[src/rtl/fpu_pkg.sv]
// Shared FPU definitions: opcodes, flag bit positions and the issuer FSM encoding.
// No logic; imported by the issuer, its interface and the bench.
package fpu_pkg;

  localparam logic [1:0] OP_ADD = 2'b00;
  localparam logic [1:0] OP_SUB = 2'b01;
  localparam logic [1:0] OP_MUL = 2'b10;
  localparam logic [1:0] OP_NOP = 2'b11;

  localparam int FLAG_W    = 7;
  localparam int FLG_INF_B = 0;
  localparam int FLG_INF_A = 1;
  localparam int FLG_NAN_B = 2;
  localparam int FLG_NAN_A = 3;
  localparam int FLG_SIGN  = 4;
  localparam int FLG_ZERO  = 5;
  localparam int FLG_NOP   = 6;

  localparam logic [FLAG_W-1:0] NOP_FLAGS = 7'b1 << FLG_NOP;

  typedef enum logic [1:0] {
    ST_IDLE   = 2'd0,
    ST_SETTLE = 2'd1,
    ST_WAIT   = 2'd2,
    ST_RESP   = 2'd3
  } issuer_state_e;

endpackage

[src/rtl/fpu_cmd_issuer_if.sv]
// Request/response handshake bundle between a command source and the FPU issuer.
// master = command source / response consumer, slave = issuer.
interface fpu_cmd_issuer_if #(
  parameter int TAG_W = 4
);
  import fpu_pkg::*;

  logic              req_valid;
  logic              req_ready;
  logic [31:0]       req_a;
  logic [31:0]       req_b;
  logic [1:0]        req_op;
  logic [TAG_W-1:0]  req_tag;

  logic              rsp_valid;
  logic              rsp_ready;
  logic [31:0]       rsp_o;
  logic [FLAG_W-1:0] rsp_flags;
  logic [TAG_W-1:0]  rsp_tag;

  modport master (
    output req_valid, req_a, req_b, req_op, req_tag, rsp_ready,
    input  req_ready, rsp_valid, rsp_o, rsp_flags, rsp_tag
  );

  modport slave (
    input  req_valid, req_a, req_b, req_op, req_tag, rsp_ready,
    output req_ready, rsp_valid, rsp_o, rsp_flags, rsp_tag
  );

endinterface

[src/rtl/fpu_cmd_issuer.sv]
// Sequences one FPU op at a time: response RESULT_WAIT+1 edges after accept (NOP: next edge).
// Response is held under backpressure; req_ready depends only on state and rsp_ready.
module fpu_cmd_issuer
  import fpu_pkg::*;
#(
  parameter int RESULT_WAIT = 1,
  parameter int TAG_W       = 4
) (
  input  logic              clk,
  input  logic              rst_n,
  fpu_cmd_issuer_if.slave   cmd,
  output logic [31:0]       fpu_a,
  output logic [31:0]       fpu_b,
  output logic [1:0]        fpu_opcode,
  input  logic [31:0]       fpu_o,
  input  logic [FLAG_W-1:0] fpu_flags,
  output logic [FLAG_W-1:0] sticky_flags,
  input  logic              sticky_clr,
  output logic              busy
);

  localparam logic [1:0] S_IDLE   = ST_IDLE;
  localparam logic [1:0] S_SETTLE = ST_SETTLE;
  localparam logic [1:0] S_WAIT   = ST_WAIT;
  localparam logic [1:0] S_RESP   = ST_RESP;

  // Counter only ever holds RESULT_WAIT-1 down to 0.
  localparam int CNT_W = (RESULT_WAIT > 1) ? $clog2(RESULT_WAIT) : 1;

  logic [1:0]        state;
  logic [CNT_W-1:0]  cnt;
  logic [TAG_W-1:0]  tag_q;
  logic [31:0]       rsp_o_q;
  logic [FLAG_W-1:0] rsp_flags_q;

  logic              accept;
  logic              is_nop;
  logic              capture;
  logic              rsp_load;
  logic [FLAG_W-1:0] rsp_flags_d;

  assign cmd.req_ready = (state == S_IDLE) || ((state == S_RESP) && cmd.rsp_ready);
  assign accept        = cmd.req_valid && cmd.req_ready;
  assign is_nop        = (cmd.req_op == OP_NOP);
  assign capture       = (state == S_WAIT) && (cnt == '0);
  assign rsp_load      = capture || (accept && is_nop);
  assign rsp_flags_d   = capture ? fpu_flags : NOP_FLAGS;

  assign cmd.rsp_valid = (state == S_RESP);
  assign cmd.rsp_o     = rsp_o_q;
  assign cmd.rsp_flags = rsp_flags_q;
  assign cmd.rsp_tag   = tag_q;
  assign busy          = (state != S_IDLE);

  always_ff @(posedge clk) begin
    if (!rst_n) begin
      state <= S_IDLE;
      cnt   <= '0;
    end else begin
      case (state)
        S_IDLE: begin
          if (accept) state <= is_nop ? S_RESP : S_SETTLE;
        end
        S_SETTLE: begin
          state <= S_WAIT;
          cnt   <= CNT_W'(RESULT_WAIT - 1);
        end
        S_WAIT: begin
          if (cnt == '0) state <= S_RESP;
          else           cnt   <= cnt - 1'b1;
        end
        S_RESP: begin
          if (accept)             state <= is_nop ? S_RESP : S_SETTLE;
          else if (cmd.rsp_ready) state <= S_IDLE;
        end
        default: state <= S_IDLE;
      endcase
    end
  end

  // FPU operands only move on a real op so its flag register stays quiet across NOPs.
  always_ff @(posedge clk) begin
    if (!rst_n) begin
      fpu_a      <= '0;
      fpu_b      <= '0;
      fpu_opcode <= OP_NOP;
      tag_q      <= '0;
    end else if (accept) begin
      tag_q <= cmd.req_tag;
      if (!is_nop) begin
        fpu_a      <= cmd.req_a;
        fpu_b      <= cmd.req_b;
        fpu_opcode <= cmd.req_op;
      end
    end
  end

  always_ff @(posedge clk) begin
    if (!rst_n) begin
      rsp_o_q     <= '0;
      rsp_flags_q <= '0;
    end else if (rsp_load) begin
      rsp_o_q     <= capture ? fpu_o : 32'h0;
      rsp_flags_q <= rsp_flags_d;
    end
  end

  // A capture in the same cycle as a clear survives the clear.
  always_ff @(posedge clk) begin
    if (!rst_n) begin
      sticky_flags <= '0;
    end else begin
      sticky_flags <= (sticky_clr ? '0 : sticky_flags) | (rsp_load ? rsp_flags_d : '0);
    end
  end

endmodule
[src/flat_wrapper.sv]
// flat-port wrapper written by rule: the top's interface ports become plain ports
module fpu_cmd_issuer_flat import fpu_pkg::*;
#(
  parameter int RESULT_WAIT = 1,
  parameter int TAG_W       = 4
)
  (clk, rst_n, fpu_a, fpu_b, fpu_opcode, fpu_o, fpu_flags, sticky_flags, sticky_clr, busy, cmd_req_valid, cmd_req_a, cmd_req_b, cmd_req_op, cmd_req_tag, cmd_rsp_ready, cmd_req_ready, cmd_rsp_valid, cmd_rsp_o, cmd_rsp_flags, cmd_rsp_tag);
  fpu_cmd_issuer_if #(.TAG_W(TAG_W)) cmd_i ();
  input  logic clk;
  input  logic rst_n;
  output logic [31:0] fpu_a;
  output logic [31:0] fpu_b;
  output logic [1:0] fpu_opcode;
  input  logic [31:0] fpu_o;
  input  logic [FLAG_W-1:0] fpu_flags;
  output logic [FLAG_W-1:0] sticky_flags;
  input  logic sticky_clr;
  output logic busy;
  input wire logic [$bits(cmd_i.req_valid)-1:0] cmd_req_valid;
  input wire logic [$bits(cmd_i.req_a)-1:0] cmd_req_a;
  input wire logic [$bits(cmd_i.req_b)-1:0] cmd_req_b;
  input wire logic [$bits(cmd_i.req_op)-1:0] cmd_req_op;
  input wire logic [$bits(cmd_i.req_tag)-1:0] cmd_req_tag;
  input wire logic [$bits(cmd_i.rsp_ready)-1:0] cmd_rsp_ready;
  output wire logic [$bits(cmd_i.req_ready)-1:0] cmd_req_ready;
  output wire logic [$bits(cmd_i.rsp_valid)-1:0] cmd_rsp_valid;
  output wire logic [$bits(cmd_i.rsp_o)-1:0] cmd_rsp_o;
  output wire logic [$bits(cmd_i.rsp_flags)-1:0] cmd_rsp_flags;
  output wire logic [$bits(cmd_i.rsp_tag)-1:0] cmd_rsp_tag;
  assign cmd_i.req_valid = cmd_req_valid;
  assign cmd_i.req_a = cmd_req_a;
  assign cmd_i.req_b = cmd_req_b;
  assign cmd_i.req_op = cmd_req_op;
  assign cmd_i.req_tag = cmd_req_tag;
  assign cmd_i.rsp_ready = cmd_rsp_ready;
  assign cmd_req_ready = cmd_i.req_ready;
  assign cmd_rsp_valid = cmd_i.rsp_valid;
  assign cmd_rsp_o = cmd_i.rsp_o;
  assign cmd_rsp_flags = cmd_i.rsp_flags;
  assign cmd_rsp_tag = cmd_i.rsp_tag;
  fpu_cmd_issuer #(.RESULT_WAIT(RESULT_WAIT), .TAG_W(TAG_W)) u_core (.clk(clk), .rst_n(rst_n), .cmd(cmd_i), .fpu_a(fpu_a), .fpu_b(fpu_b), .fpu_opcode(fpu_opcode), .fpu_o(fpu_o), .fpu_flags(fpu_flags), .sticky_flags(sticky_flags), .sticky_clr(sticky_clr), .busy(busy));
endmodule
[config.mk]
export PLATFORM = sky130hd
export DESIGN_NAME = fpu_cmd_issuer_flat
export DESIGN_NICKNAME = d
export VERILOG_FILES = /design/src/rtl/fpu_pkg.sv /design/src/rtl/fpu_cmd_issuer_if.sv /design/src/rtl/fpu_cmd_issuer.sv /design/src/flat_wrapper.sv
export SDC_FILE = /design/constraint.sdc
export NUM_CORES = 1
export LEC_CHECK = 0
export CAP_MARGIN = 20
export CORE_ASPECT_RATIO = 0.75
export CORE_MARGIN = 1
export CORE_UTILIZATION = 40
export DETAILED_ROUTE_END_ITERATION = 7
export PLACE_DENSITY = 0.89
export SETUP_SLACK_MARGIN = 0.05
export SYNTH_ARGS = -nofsm -noshare
export SYNTH_HDL_FRONTEND = slang
export SYNTH_SLANG_ARGS = --single-unit
[constraint.sdc]
create_clock -name clk -period 2.35 [get_ports clk]
set_input_delay 0.47 -clock clk [delete_from_list [all_inputs] [get_ports clk]]
set_output_delay 0.47 -clock clk [all_outputs]
set_load 0.01 [all_outputs]
Yosys cells after proc, flatten, opt, wreduce, memory -nomap -nowiden
Index checks and enable logic that the tools add are counted.

Input bits: 114. Register bits: 119. Output and inout bits: 119. Word-level logic and storage cells: 43.

Reductions and logical operators: 11. $add $sub $neg: 1. Equal/unequal tests: 7. Muxes and demuxes: 12. Bitwise operators: 3.

Operators by type and width (number): 32-bit 2-to-1 mux (1); 7-bit 2-to-1 mux (3); 2-bit 2-to-1 mux (5); 2-bit one-hot mux with 4 select lines (1); 7-bit bitwise OR (1); 2-bit equality test, second input constant (3); 1-bit logical AND (4); 2-bit nonzero test (2); 3-bit by 2-bit inequality test with 1-bit output, second input constant (1); 3-bit AND reduction (1); 2-bit by 1-bit equality test with 1-bit output, second input constant (1); 2-bit logical NOT (1); 1-bit logical OR (2); 2-bit by 1-bit inequality test with 1-bit output, second input constant (1); 2-bit inequality test, second input constant (1); 1-bit NOT (2); 1-bit one-hot mux with 2 select lines (1); 2-bit AND reduction (1); 1-bit 2-to-1 mux (1); 1-bit subtractor, second input constant (1).

Longest topological paths before layout
Gate-level depths: netlist (run 1).

Depth after elaboration: 8. Depth in mapped cells: 7. Gate-level depth less buffers: 4.

Worst setup path before layout (run 1)
Ideal clock, no wire load.

Path kind: in2reg. Start point: in cmd_req_valid. End point: reg u_core.fpu_a[10]. Buffers on the path: 4. Data required time: 2.278 ns. Cell stages on the path: 7. Data arrival time: 1.714 ns. Slack: 0.564 ns. Library setup time: 0.072 ns. Cells stage by stage: buf_4 or3b_1 buf_6 a22oi_4 buf_12 buf_12 mux2i_1.

Longest elaborated chain between the ends: 2.

Ends and longest elaborated chain: start: declaration (RTL line flat_wrapper.sv:19) `input wire logic [$bits(cmd_i.req_valid)-1:0] cmd_req_valid;`; 1-bit logical AND (RTL line fpu_cmd_issuer.sv:43) `assign accept = cmd.req_valid && cmd.req_ready;`; 2-bit AND reduction (no source line); end signal: assignment (RTL line fpu_cmd_issuer.sv:91) `fpu_a <= cmd.req_a;`; end: declaration (RTL line fpu_cmd_issuer.sv:12) `output logic [31:0] fpu_a,`.

No other way between the ends. A chain may end at the register's enable or synchronous reset.

Worst setup path in the final report (run 1)
Start point: in cmd_rsp_ready. End point: out cmd_req_ready.

Longest elaborated chain between the ends: 2.

Ends and longest elaborated chain: start: declaration (RTL line flat_wrapper.sv:24) `input wire logic [$bits(cmd_i.rsp_ready)-1:0] cmd_rsp_ready;`; 1-bit logical AND (RTL line fpu_cmd_issuer.sv:42) `assign cmd.req_ready = (state == S_IDLE) || ((state == S_RESP) && cmd.rsp_ready);`; 1-bit logical OR (RTL line fpu_cmd_issuer.sv:42); end: declaration (RTL line flat_wrapper.sv:25) `output wire logic [$bits(cmd_i.req_ready)-1:0] cmd_req_ready;`.

No other way between the ends.

==> results.md, run 1 <==
* Status: finished, final reports clean
* Largest fanout on the critical path at 2
* Maximum VDD drop at 0.4240 mV
* GPL Wtd Cong at 0.8871
* Hold Crit Depth at 2
* FF-to-FF Start: u_core.state[1]$_SDFFE_PN0P_
* Via/cell ratio at 4.871
* Synth top area cells: dfxtp_1 (50%), nand2_1 (15%), mux2i_1 (15%)
* CP endpoint kind: primary output
* Final Hold Viols at 0
* CTS tree: built
* Total gr overflow at 0
* Die Footprint at 0.01226 sq mm
* MaxCap Viol Count at 0
* WL final at 13.65 mm
* Synth top area share at 0.4996
* Syn_nets at 640
* Reg2reg end: u_core.fpu_a[13]$_SDFFE_PN0P_
* Most frequent cell after synthesis: nand2_1
* Fin util at 0.6896
* Cell accounting for the most synthesized area: dfxtp_1
* Initial DRC count at 200
* FP Rows at 33
* Die height at 96.16 um
* DRC viols at 0
* Final hold slack at 0.4567 ns
* Ant diodes at 0
* Routed WL per cell at 14.90 um
* Clock skew at 0.01238 ns
* Vias in the first global route at 4565
* Post-synth EDFFs at 0
* Unrepaired setup endpoints after global routing: false
* Ys async rst share at 0
* Area Growth Syn to Fin at 63.80%
* Synthesized instance count at 526
* Initial antenna violation count at 0
* Max Fclk at 462.1 MHz
* Initial core utilization at 0.4210
* Maximum root-to-sink buffer count at 2
* Via count at 4462
* Worst slew pin tran at 1.027 ns
* WHS Endpoint: u_core.fpu_a[20]$_SDFFE_PN0P_
* CP Launch Type: input pin
* Final HPWL DP at 9.744 mm
* R2R depth at 4
* Critical path arrival at 1.69 ns
* Power per cell area at 755.3 mW/mm^2
* Synth Cell Area at 0.004728 sq mm
* Slew Viols, Final at 0
* Reg clk slew, reported paths at 0.05 ns
* Launch point of the worst path: cmd_rsp_ready
* PortBufs at 232
* Primary FF master, synth: dfxtp_1
* Final setup fails at 0
* DRT Pass-1 Iters at 5
* Setup_tns at 0 ns
* Seq/Total Area, Yosys at 0.4996
* Syn avg cell area at 8.989 sq um
* Post-cts hold buffer count at 0
* Root buf cell: clkbuf_16
* Worst hold path class: reg2reg
* I/O pins at 233
* # H-tree levels at 4
* First-pass GRT wire length at 21.36 mm
* Commonest cells post-synth: nand2_1 (195), dfxtp_1 (118), mux2i_1 (70), o31ai_1 (32), clkbuf_1 (31)
* Leakage at 2.912 nW
* Worst R2R Setup Slack at 0.60 ns
* Yosys cell types at 29
* Min cycle time layout at 2.164 ns
* Total track usage at 0.2214
* Die X at 127.5 um
* Total Power at 5.850 mW
* Hold path startpoint: u_core.fpu_a[20]$_SDFFE_PN0P_
* Yosys reg bits at 118
* ANT nets after route at 0
* Share of layout cells above drive strength 1 at 0.06851
* Synth Warn # at 0
* Worst skew pair latency at 0.40 ns
* CTS Buf Count at 17
* CORE AREA at 0.01123 sq mm
* # clock sinks at 118
* CP Class: in2out
* Largest net degree at the start of global routing at 112
* Nets at 862
* Final period utilization at 0.9208
* Critical Path RT at 1.88 ns
* Worst slew margin at 0.3153
[report_power, final]
| part | switching (mW) | internal, mW |
|---|---|---|
| clock network | 0.869 | 1.76 |
| logic | 0.415 | 0.572 |
| registers | 0.0866 | 2.15 |
| total | 1.37 | 4.48 |
[how the worst max path moves through the flow]
stage / cells after the start / slack [ns] / end
floorplan: 7 / 0.56 / u_core.fpu_a[10]$_SDFFE_PN0P_
global placement: 5 / 0.15 / u_core.fpu_a[14]$_SDFFE_PN0P_
detailed placement: 5 / 0.09 / u_core.fpu_a[17]$_SDFFE_PN0P_
CTS: 3 / 0.10 / cmd_req_ready
global route: 4 / 0.13 / cmd_req_ready
finish: 4 / 0.19 / cmd_req_ready
[cell type report]
cell class,instances,area [sq um]
repair buffers,246,2495
clock inverters,9,125.1
well taps,157,196.4
fillers,866,3486
inverters,3,11.26
flip-flops and latches,118,2365
clock buffers,21,480.5
multi-input cells,362,2072
[placed cells by master (no fill, tap or decap), drive strengths merged, types with 2 or more instances in the layout]
cell type,n
nand3,6
mux2i,70
a2bb2oi,2
o31ai,32
clkbuf,21
inv,3
bufinv,3
nor2b,8
clkinv,4
nand2,195
nor3,6
dfxtp,118
buf,15
nor2,10
clkdlybuf4s50,231
a21o,2
a21oi,15
o211ai,4
nand2b,2
clkinvlp,2
and2,2
[flip-flops by register name, indices dropped and copies added, names as in the netlist]
| register | flops |
|---|---|
| u_core.fpu_b | 32 |
| u_core.fpu_opcode | 2 |
| u_core.sticky_flags | 7 |
| u_core.state | 2 |
| u_core.cmd.rsp_tag | 4 |
| u_core.fpu_a | 32 |
| u_core.cmd.rsp_flags | 7 |
| u_core.cmd.rsp_o | 32 |
[worst max-delay path, cell delays in order]
cell and delay (ns):
clkdlybuf4s50_1 0.48, nand3_1 0.11, nand2_1 0.11, clkdlybuf4s50_1 0.54
[timing repair]
item | CTS | global route
pin swaps | 0 | 0
resized for setup | 1 | 3
buffers inserted | 0 | 0
setup endpoints to repair | 1 | 1
[cells by family (layout without fill, tap and decap cells)]
| logic type | after synthesis | count (layout) | synth area share |
|---|---|---|---|
| DFF | 118 | 118 | 0.4996 |
| muxes | 70 | 70 | 0.1482 |
| and+or+nand+nor | 233 | 233 | 0.1977 |
| AOI/OAI and AO/OA | 59 | 59 | 0.08944 |
| buffers and inverters | 46 | 279 | 0.06510 |
[stage by stage]
step                std cells  worst slack, ns  area (sq um)
global route              916           0.1288          7745
floorplan                 526           0.5641          4728
detailed placement        885          0.08568          7102
global placement          885           0.1531          7102
CTS                       915           0.1014          7710
finish                    916           0.1860          7745
[metal layers]
layer,vias up,share of wire,global-route usage
li1,2187,-,-
met1,2090,0.42,0.2489
met2,161,0.49,0.3871
met3,24,0.064,0.07449
met4,0,0.022,0.09524
met5,-,0,0
(Power assumes the default switching activity.)
==> run 2, diff against run 1 <==
--- a/config.mk
+++ b/config.mk
@@ -11,6 +11,7 @@
 export CORE_UTILIZATION = 40
 export DETAILED_ROUTE_END_ITERATION = 7
 export PLACE_DENSITY = 0.89
+export RECOVER_POWER = 50
 export SETUP_SLACK_MARGIN = 0.05
 export SYNTH_ARGS = -nofsm -noshare
 export SYNTH_HDL_FRONTEND = slang
==> run 2 against run 1 <==
Total power decreased by 0.61%. Setup slack gained 0.00087 ns. Non-clock buffer count did not move. Critical path type unchanged. The flow now finishes with violations (max-capacitance violations, max-slew violations). Flip-flop and latch count is the same. Global-route usage did not move.
==> results.md, run 2 (synthesized netlist as in run 1, its figures left out) <==
* # H-tree levels at 4
* Via count at 4452
* Die Footprint at 0.01226 sq mm
* Total gr overflow at 0
* Min cycle time layout at 2.163 ns
* Maximum VDD drop at 0.4209 mV
* Fin area at 0.007720 sq mm
* Routed WL per cell at 14.83 um
* Post-cts hold buffer count at 0
* Leakage at 3.078 nW
* CORE AREA at 0.01123 sq mm
* Initial antenna violation count at 0
* Largest fanout on the critical path at 2
* Final hold slack at 0.4527 ns
* Register share of total power at 0.383
* Critical path arrival at 1.69 ns
* Initial core utilization at 0.4210
* Most frequent cells in the layout: nand2_1 (195), clkdlybuf4s50_1 (167), dfxtp_1 (116)
* FP Rows at 33
* Nets at 862
* Met1 wire length at 5.784 mm
* First-pass GRT wire length at 21.36 mm
* Fin util at 0.6874
* ANT nets after route at 0
* Total Power at 5.814 mW
* WL final at 13.58 mm
* Status: finished with violations
* Placed Area at 0.007102 sq mm
* DRT Pass-1 Iters at 4
* Max Fclk at 462.3 MHz
* Unrepaired setup endpoints after global routing: false
* Final HPWL DP at 9.744 mm
* Total track usage at 0.2214
* Launch point of the worst path: cmd_rsp_ready
* FF-to-FF Start: u_core.state[1]$_SDFFE_PN0P_
* CTS tree: built
* Top Layer Used: met4
* GPL Wtd Cong at 0.8871
* Slew Viols, Final at 112
* Clock skew at 0.01247 ns
* Setup_tns at 0 ns
* Switching Fraction at 0.2350
* Die height at 96.16 um
* CP Launch Type: input pin
* Failing checks: max-capacitance violations, max-slew violations
* CP Class: in2out
* Worst slew margin at -0.1932
* CP endpoint kind: primary output
* CTS Buf Count at 17
* Gate power share at 0.164
* Pint at 4.448 mW
* Share of layout cells above drive strength 1 at 0.06061
* Worst slew pin tran at 1.790 ns
* PortBufs at 232
* Worst hold path class: reg2reg
* DRC viols at 0
* Largest net degree at the start of global routing at 112
* Worst skew pair latency at 0.40 ns
* Final Hold Viols at 0
* Power per cell area at 753.1 mW/mm^2
* Vias in the first global route at 4565
* Maximum root-to-sink buffer count at 2
* Ant diodes at 0
* Root buf cell: clkbuf_16
* Hold path startpoint: u_core.fpu_a[20]$_SDFFE_PN0P_
* Final setup fails at 0
* Final period utilization at 0.9205
* DP Worst Slack at 0.08568 ns
* I/O pins at 233
* Commonest non-fill, non-tap cell in the layout: nand2_1
* NetSw at 1.367 mW
* Placed Instances at 885
* Critical Path RT at 1.88 ns
* Met2 wire length at 6.633 mm
* Via/cell ratio at 4.860
* Reg clk slew, reported paths at 0.05 ns
* MaxCap Viol Count at 1
* Final cell count without fillers at 916
* Initial DRC count at 235
* Met3 wire len at 863 um
* Die X at 127.5 um
* # clock sinks at 118
* Min setup slack post-route at 0.1869 ns
* Clock power share at 0.452
* Area Growth Syn to Fin at 63.27%
## run 2: cell types whose count changed in the layout (fill, tap and decap cells not counted), sizes merged
| cell | delta |
|---|---|
| clkdlybuf4s50 | -64 |
| clkbuf | +5 |
| buf | -5 |
| dlygate4sd3 | +64 |
## run 2: repair_timing
action	CTS	global route
gates cloned	0	0
gates resized for setup	1	3
setup buffers	0	0
endpoints found under the setup margin	1	1
## run 2: worst paths after layout
path                                           to  slack (ns)  cells after the start
min reg2reg         u_core.fpu_a[20]$_SDFFE_PN0P_        0.45                      2
min                 u_core.fpu_a[20]$_SDFFE_PN0P_        0.45                      2
max                                 cmd_req_ready        0.19                      4
max reg2reg  u_core.cmd.rsp_flags[4]$_SDFFE_PN0P_        0.55                      4
## run 2: routing by layer
layer  vias to the layer above  global-route usage
met1                      2075              0.2489
li1                       2189                   -
met5                         -                   0
met3                        24             0.07449
met2                       164              0.3871
met4                         0             0.09524
## run 2: critical path, stage by stage
cell             delay (ns)
clkdlybuf4s50_1        0.48
nand3_1                0.11
nand2_1                0.11
clkdlybuf4s50_1        0.54
## run 2: area by class of cell
cell class | instances | area [sq um]
Clock buffer | 21 | 480.5
Clock inverter | 9 | 125.1
Fill cell | 873 | 3511
Inverter | 3 | 11.26
Multi-Input combinational cell | 362 | 2068
Sequential cell | 118 | 2365
Tap cell | 157 | 196.4
Timing Repair Buffer | 246 | 2474
## run 2: power by group through the flow
stage	combinational, mW	clock (mW)	sequential, mW
finish	0.956	2.63	2.23
global placement	0.953	0	2.26
global route	1.03	2.77	2.24
CTS	0.986	2.66	2.23
floorplan	0.399	0	2.32
detailed placement	0.980	0	2.27
